`src/rtl/ring_nic.sv`:
```
// ring_nic: network interface between a processor core and the PE port of a
// ring router. Exposes one receive buffer and one transmit buffer through a
// 4-entry register map; transmit is gated by the ring's VC phase (polarity).
module ring_nic #(
    parameter int unsigned WIDTH = 64
) (
    input  logic             clk,
    input  logic             reset,
    input  logic             polarity,
    input  logic [1:0]       addr,
    input  logic [WIDTH-1:0] d_in,
    output logic [WIDTH-1:0] d_out,
    input  logic             nicEn,
    input  logic             nicWrEn,
    output logic             net_so,
    input  logic             net_ro,
    output logic [WIDTH-1:0] net_do,
    input  logic             net_si,
    output logic             net_ri,
    input  logic [WIDTH-1:0] net_di
);

    localparam int unsigned VC_BIT       = WIDTH - 1;
    localparam logic [1:0]  ADDR_IN_BUF  = 2'd0;
    localparam logic [1:0]  ADDR_IN_STS  = 2'd1;
    localparam logic [1:0]  ADDR_OUT_BUF = 2'd2;
    localparam logic [1:0]  ADDR_OUT_STS = 2'd3;

    logic [WIDTH-1:0] r_in_buf;
    logic             r_in_full;
    logic [WIDTH-1:0] r_out_buf;
    logic             r_out_full;
    logic [WIDTH-1:0] r_d_out;

    logic             w_rd;
    logic             w_wr;
    logic             w_in_push;
    logic             w_in_pop;
    logic             w_out_load;
    logic             w_out_send;
    logic             w_vc_match;
    logic [WIDTH-1:0] w_rd_data;

    // Decode processor access and both network handshakes from pre-edge state.
    always_comb begin
        w_rd       = nicEn & ~nicWrEn;
        w_wr       = nicEn & nicWrEn;
        w_vc_match = (r_out_buf[VC_BIT] == polarity);
        w_in_push  = net_si & ~r_in_full;
        w_in_pop   = w_rd & (addr == ADDR_IN_BUF) & r_in_full;
        // A write to a full transmit buffer is dropped even if the buffer
        // drains on the same edge.
        w_out_load = w_wr & (addr == ADDR_OUT_BUF) & ~r_out_full;
        w_out_send = r_out_full & w_vc_match & net_ro;
    end

    // Read-data mux for the register map.
    always_comb begin
        w_rd_data = '0;
        case (addr)
            ADDR_IN_BUF:  w_rd_data = r_in_buf;
            ADDR_IN_STS:  w_rd_data = WIDTH'(r_in_full);
            ADDR_OUT_BUF: w_rd_data = r_out_buf;
            ADDR_OUT_STS: w_rd_data = WIDTH'(r_out_full);
            default:      w_rd_data = '0;
        endcase
    end

    // Receive channel: capture from the router when empty, drain on addr0 read.
    always_ff @(posedge clk or negedge reset) begin
        if (!reset) begin
            r_in_buf  <= '0;
            r_in_full <= 1'b0;
        end else begin
            if (w_in_push) begin
                r_in_buf  <= net_di;
                r_in_full <= 1'b1;
            end else if (w_in_pop) begin
                r_in_full <= 1'b0;
            end
        end
    end

    // Transmit channel: load from the processor, clear full on handshake.
    always_ff @(posedge clk or negedge reset) begin
        if (!reset) begin
            r_out_buf  <= '0;
            r_out_full <= 1'b0;
        end else begin
            if (w_out_load) begin
                r_out_buf  <= d_in;
                r_out_full <= 1'b1;
            end else if (w_out_send) begin
                r_out_full <= 1'b0;
            end
        end
    end

    // Registered processor read data; holds when not reading.
    always_ff @(posedge clk or negedge reset) begin
        if (!reset) begin
            r_d_out <= '0;
        end else if (w_rd) begin
            r_d_out <= w_rd_data;
        end
    end

    // Outputs: handshake signals are combinational from state and polarity.
    always_comb begin
        d_out  = r_d_out;
        net_do = r_out_buf;
        net_so = r_out_full & w_vc_match;
        net_ri = ~r_in_full;
    end

endmodule

```
`config.mk`:
```
export PLATFORM = sky130hd
export DESIGN_NAME = ring_nic
export DESIGN_NICKNAME = d
export VERILOG_FILES = /design/src/rtl/ring_nic.sv
export SDC_FILE = /design/constraint.sdc
export NUM_CORES = 1
export LEC_CHECK = 0
export BUFFER_PORTS_ARGS = -buffer_cell sky130_fd_sc_hd__buf_2
export CORE_AREA = 2 2 135 137
export DETAILED_ROUTE_END_ITERATION = 8
export DIE_AREA = 0 0 137 139
export PLACE_DENSITY = 0.79
export SLEW_MARGIN = 20
export SYNTH_ARGS = -nofsm -noshare
export SYNTH_HDL_FRONTEND = slang
export SYNTH_SLANG_ARGS = --single-unit
```
`constraint.sdc`:
```
create_clock -name clk -period 1.6 [get_ports clk]
set_clock_uncertainty 0.05 [all_clocks]
set_input_delay 0 -clock clk [delete_from_list [all_inputs] [get_ports clk]]
set_output_delay 0 -clock clk [all_outputs]
set_load 0.02 [all_outputs]
```
==> summary.md, run 1 <==
| Metric | Value |
|---|---|
| #FFs+latches synth | `194` |
| Post-synthesis cell area | `7800 µm²` |
| Power Total | `between 15000 and 20000 µW` |
| Routed WL per cell | `19.4 µm` |
| DRT Pass-1 Iters | `4` |
| Tcrit/Tclk final | `104%` |
| WL final | `around 24000 µm` |
| Post-DP HPWL | `13400 µm` |
| Post-Place Cells | `a little over 1k` |
| Avg Cell Area, Syn | `13.9 µm²` |
| Clock sinks | `194` |
| Remaining Overflow, GRT | `0` |
| Syn Nets | `697` |
| Worst-case vdd ir drop | `approximately 0.00084 V` |
| Die Y | `139 µm` |
| Final setup viols | `57` |
| Fin cells | `1213` |
| Die X | `around 140 µm` |
| H-tree depth | `4` |
| Distinct cells, synth | `22` |
| Min Tclk post-route | `approximately 1.7 ns` |
| Synth Instances | `560` |
| Share of layout cells above drive strength 1 | `39.9%` |
| Req. time, crit path | `1.85 ns` |
| Element type at the critical path start | `flop` |
| Status | `finished, violations left` |
| Crit path max-delay family | `simple AND/OR/NAND/NOR gates` |
| Worst slew margin relative to its limit | `49.2%` |
| RePlAce Congestion | `0.769` |
| Fmax | `599 MHz` |
| Leakage | `0.00583 µW` |
| EDFF count, synth | `0` |
| 1st-iter DRT viols | `~230` |
| Clk pin slew, worst setup/hold paths | `0.08 ns` |
| Root Driver | `clkbuf_16` |
| Register area share after synthesis | `62.2%` |
| DR DRC count | `0` |
| ANT nets after route | `0` |
| CTS Buf Count | `17` |
| WP data arrival | `1.92 ns` |
| Clk Latency, worst-skew pair | `0.42 ns` |
| Final worst slack | `-0.0694 ns` |
| WS Path Type | `flop to flop` |
| Failing checks | `setup timing` |
| Layout area overhead | `50.9%` |
| Pre-CTS setup slack | `0.0512 ns` |
| HP Class | `input pin to asynchronous set/reset pin` |
| Die area | `19000 µm²` |
| CTS tree | `yes` |
| Via count | `6230` |
| Gr usage total | `between 20% and 30%` |
| Clock Path Buffers | `2` |
| Highest-delay cell along the critical path | `dfrtp_1` |
| Nets | `1107` |
| Initial Utilization | `44.2%` |
| Most frequently used flop master after synthesis | `dfrtp_1` |
| Buffers & Inverters on Critical Path | `2` |
| Worst slew pin tran | `0.762 ns` |
| Hold Vio Cnt, Final | `0` |
| Max incr delay on CP | `approximately 0.38 ns` |
| RSZ-0062 raised after global routing | `true` |
| Pin count of the biggest net entering global routing | `66` |
| # port buffers | `approximately 270` |
| Yosys warnings | `0` |
| CP cell instances | `nand4b_1 > nor2_4 > buf_12 > clkbuf_16 > mux2_4` |
| Async S/R FF share, synth | `100%` |
| Critical Path Sink Type | `flop` |
| Worst-path maximum fanout | `8` |
| PwrDens | `1480 nW/µm²` |
| Vias per cell | `5.14` |
| Area of the core | `17700 µm²` |
| Initial antenna violation count | `1` |
| Ports | `267` |
| First-pass GRT wire length | `33800 µm` |
| Std-Cell Rows | `49` |
| Max cap viols | `0` |
| Vias in the first global route | `6628` |
| Fin. max-slew vios | `0` |
[state kept, by name, summed over array words and instances, names as in the netlist]
register and cells:
d_out 64, net_do 64, r_in_buf 64, r_in_full 1
r_out_full 1
[power by group]
group	switching, µW	internal, µW
Combinational	2850	2610
Clock	2040	2230
Sequential	1100	6580
Total	5990	11400
[placed cells by master, fill, tap and decap left out, drive strengths merged]
cell           n
buf          287
dfrtp        194
dlygate4sd3  134
mux2         129
nand2         64
mux2i         63
o21ai         63
clkbuf        22
inv            8
clkinv         4
clkinvlp       3
diode          1
xnor2          1
and2           1
nor2b          1
nand4b         1
nor2           1
nand2b         1
or2            1
mux4           1
nor3           1
o21bai         1
a21o           1
bufinv         1
[synthesized netlist by cell type (5+ instances only)]
library cell / n / area share, %
mux2_1: 118 / 17
buf_4: 7 / 0.67
mux2i_1: 63 / 8.1
o21ai_1: 63 / 4.0
buf_2: 16 / 1.0
mux2_2: 11 / 1.6
buf_6: 5 / 0.72
clkbuf_1: 7 / 0.34
nand2_1: 64 / 3.1
dfrtp_1: 194 / 62
[layout make-up]
| class | count | area [µm²] |
|---|---|---|
| sequential | 194 | 4850 |
| timing repair buffer | 426 | 3090 |
| multi-input combinational | 330 | 2940 |
| inverter | 1 | 3.75 |
| fill | 1204 | 5890 |
| antenna | 1 | 2.50 |
| tap | 229 | 287 |
| clock buffer | 17 | 425 |
| clock inverter | 15 | 170 |
[worst paths after layout]
check | from | slack, ns | to | cells past startpoint
min in group clk | net_si | 0.14 | r_in_full | 4
max in group asynchronous | reset | 0.81 | r_in_buf[41] | 3
min reg2reg | d_out[31] | 0.43 | d_out[31] | 2
max | r_out_full | -0.07 | net_do[44] | 5
max reg2reg | r_out_full | -0.07 | net_do[44] | 5
min | reset | 0.07 | net_do[53] | 2
[metrics by stage]
step                hold WS, ns  area, µm²  setup TNS (ns)  utilization (%)
floorplan                -0.346       7800               0                -
global placement        -0.0537       9480               0             53.7
detailed placement      -0.0538       9480               0             53.7
CTS                      0.0451      11400               0             64.7
global route             0.0978      11800           -5.50             66.7
finish                   0.0677      11800           -2.92             66.7
[kinds of logic after synthesis]
family / after synthesis / share of synthesized area (%)
multiplexers: 193 / 27.0
XOR/XNOR: 1 / 0.112
flip-flops: 194 / 62.2
AO/OA/AOI/OAI: 65 / 4.23
buffers and inverters: 36 / 2.81
AND/OR/NAND/NOR: 71 / 3.62
[layer usage]
| layer | global-route usage [%] | up-vias | routed length (µm) |
|---|---|---|---|
| met3 | 6.43 | 41 | 1670 |
| met2 | 40.1 | 257 | 11900 |
| li1 | - | 2779 | - |
| met5 | 0 | - | 0 |
| met4 | 7.16 | 0 | 484 |
| met1 | 26.5 | 3153 | 9420 |
[timing repair]
action / CTS / global route
setup endpoints to repair: 0 / 61
hold buffers: 134 / 0
endpoints found under the hold margin: 327 / 0
setup buffers: 0 / 3
gates resized for setup: 0 / 54
No activity file was read; power rests on OpenSTA's default activity.
==> run 2, diff against run 1 <==
Settings changed: REMOVE_ABC_BUFFERS set to 1.
==> run 2 against run 1 <==
Sequential power shrank 0.9%. The flow now finishes without violations. Combinational power shrank 7.9%. Worst hold slack lost 0.0043 ns. Highest routed layer unchanged.
==> summary.md, run 2 (synthesized netlist as in run 1, its figures left out) <==
| Metric | Value |
|---|---|
| Status | `finished clean (was finished, violations left)` |
| Max incr delay on CP | `0.38 ns (about the same)` |
| Tcrit/Tclk final | `99.1% (was 104%)` |
| Critical Path Sink Type | `flop (unchanged)` |
| Post-Place Cells | `1039 (was 1038)` |
| Worst-case vdd ir drop | `0.000844 V (was 0.000842 V)` |
| CTS Buf Count | `17 (unchanged)` |
| Critical Path Source | `r_out_full (unchanged)` |
| Pin count of the biggest net entering global routing | `64 (was 66)` |
| Via count | `5994 (was 6230)` |
| ANT nets after route | `0 (unchanged)` |
| Die Y | `139 µm (unchanged)` |
| WS Path Type | `flop to flop (unchanged)` |
| Commonest cells after routing, fill and taps aside | `264 x buf_2, 194 x dfrtp_1, 132 x dlygate4sd3_1 (was 264 x buf_2, 194 x dfrtp_1, 134 x dlygate4sd3_1)` |
| CP cell instances | `nand4b_1 > nor2_4 > buf_4 > mux2_1 (was nand4b_1 > nor2_4 > buf_12 > clkbuf_16 > mux2_4)` |
| Multi-input gate area | `2760 µm² (was 2940 µm²)` |
| Diodes inserted | `0 (was 1)` |
| Remaining Overflow, GRT | `0 (unchanged)` |
| Share of layout cells above drive strength 1 | `34.3% (was 39.9%)` |
| WL final | `21000 µm (was 23500 µm)` |
| First-pass GRT wire length | `33800 µm (about the same)` |
| Crit path max-delay family | `simple AND/OR/NAND/NOR gates (unchanged)` |
| Area of the core | `17700 µm² (unchanged)` |
| FF/Latch Area | `4850 µm² (unchanged)` |
| WP data arrival | `1.82 ns (was 1.92 ns)` |
| Post-DP HPWL | `12900 µm (was 13400 µm)` |
| Root Driver | `clkbuf_16 (unchanged)` |
| Leakage | `0.00563 µW (was 0.00583 µW)` |
| DRT Pass-1 Iters | `4 (unchanged)` |
| Nets | `1098 (was 1107)` |
| Vias in the first global route | `6588 (was 6628)` |
| Power Total | `16800 µW (was 17400 µW)` |
| Ports | `267 (unchanged)` |
| Clk pin slew, worst setup/hold paths | `0.07 ns (was 0.08 ns)` |
| Routed wl met2 | `10700 µm (was 11900 µm)` |
| Final Util | `64.6% (was 66.7%)` |
| Clock sinks | `194 (unchanged)` |
| Met3 wire length | `1270 µm (was 1670 µm)` |
| Max cap viols | `0 (unchanged)` |
| Commonest non-fill, non-tap cell in the layout | `buf_2 (unchanged)` |
| Final setup viols | `0 (was 57)` |
| Worst slew margin relative to its limit | `69.0% (was 49.2%)` |
| Fin. max-slew vios | `0 (unchanged)` |
| Routed WL per cell | `17.5 µm (was 19.4 µm)` |
| Element type at the critical path start | `flop (unchanged)` |
| Min Tclk post-route | `1.59 ns (was 1.67 ns)` |
| Layout area overhead | `46.1% (was 50.9%)` |
| Std-Cell Rows | `49 (unchanged)` |
| WL met1 | `8590 µm (was 9420 µm)` |
| Hold Vio Cnt, Final | `0 (unchanged)` |
| Initial antenna violation count | `0 (was 1)` |
| CTS tree | `yes (unchanged)` |
| H-tree depth | `4 (unchanged)` |
| HP Class | `input pin to asynchronous set/reset pin (unchanged)` |
| Clk Latency, worst-skew pair | `0.41 ns (was 0.42 ns)` |
| # port buffers | `266 (unchanged)` |
| PwrDens | `1470 nW/µm² (was 1480 nW/µm²)` |
| Worst-path maximum fanout | `10 (was 8)` |
| Vias per cell | `4.99 (was 5.14)` |
| RSZ-0062 raised after global routing | `true (unchanged)` |
| Die X | `137 µm (unchanged)` |
| Highest-delay cell along the critical path | `mux2_1 (was dfrtp_1)` |
| Initial Utilization | `44.2% (unchanged)` |
| FF-to-FF Start | `r_out_full (unchanged)` |
| Worst slew pin tran | `0.465 ns (was 0.762 ns)` |
| Uppermost layer routed | `met4 (unchanged)` |
| DR DRC count | `0 (unchanged)` |
| Die area | `19000 µm² (unchanged)` |
| Req. time, crit path | `1.84 ns (was 1.85 ns)` |
| Gr usage total | `22.8% (was 22.7%)` |
| Fin cells | `1201 (was 1213)` |
| Setup Fix Bufs, Post-CTS | `0 (unchanged)` |
| RePlAce Congestion | `0.768 (was 0.769)` |
| 1st-iter DRT viols | `241 (was 226)` |
| Fmax | `630 MHz (was 599 MHz)` |
| Fillers | `1309 (was 1204)` |
| Clock Path Buffers | `2 (unchanged)` |
| Buffers & Inverters on Critical Path | `1 (was 2)` |
run 2: cell types whose count changed in the layout (fill, tap and decap cells not counted), sizes merged:
cell         delta
clkinv          -1
clkinvlp        -1
clkbuf          -2
buf             -3
bufinv          +1
inv             -3
dlygate4sd3     -2
diode           -1
run 2: area by class of cell:
type                    count  area share, %
clock inverters            11           1.10
clock buffers              19           3.89
inverters                   1         0.0329
multi-input cells         330           24.2
flip-flops and latches    194           42.6
repair buffers            417           25.7
well taps                 229           2.51
run 2: stage by stage:
step | setup slack (ns) | hold slack [ns] | setup TNS, ns | instance area [µm²]
after CTS | 0.0225 | 0.0593 | 0 | 11400
final | 0.0138 | 0.0634 | 0 | 11400
after detailed placement | 0.0503 | -0.0504 | 0 | 9500
after floorplan | -2.41 | -0.346 | -373.87 | 7590
after global routing | -0.0511 | 0.0882 | -0.980 | 11400
after global placement | 0.0690 | -0.0497 | 0 | 9500
run 2: path summary, 6_finish.rpt:
path	endpoint	slack (ns)	cells after the start
worst max-delay path	net_do[63]	0.01	4
worst min-delay path	d_out[12]	0.06	2
worst max register to register	net_do[63]	0.01	4
worst min register to register	d_out[45]	0.43	2
max in group asynchronous	net_do[55]	0.81	3
min in group clk	d_out[0]	0.07	3
run 2: power breakdown:
part / switching, µW / internal [µW]
clock: 1840 / 2340
sequential: 1020 / 6580
combinational: 2720 / 2310
run 2: per-layer routing:
| metal | track usage (%) | vias to the layer above |
|---|---|---|
| li1 | - | 2748 |
| met1 | 27.2 | 2990 |
| met2 | 39.8 | 216 |
| met3 | 5.45 | 40 |
| met4 | 7.92 | 0 |
| met5 | 0 | - |
run 2: what timing repair did:
| action | in CTS | in global routing |
|---|---|---|
| hold endpoints to repair | 324 | 0 |
| gates resized for setup | 0 | 4 |
| endpoints found under the setup margin | 0 | 55 |
| hold buffers | 132 | 0 |
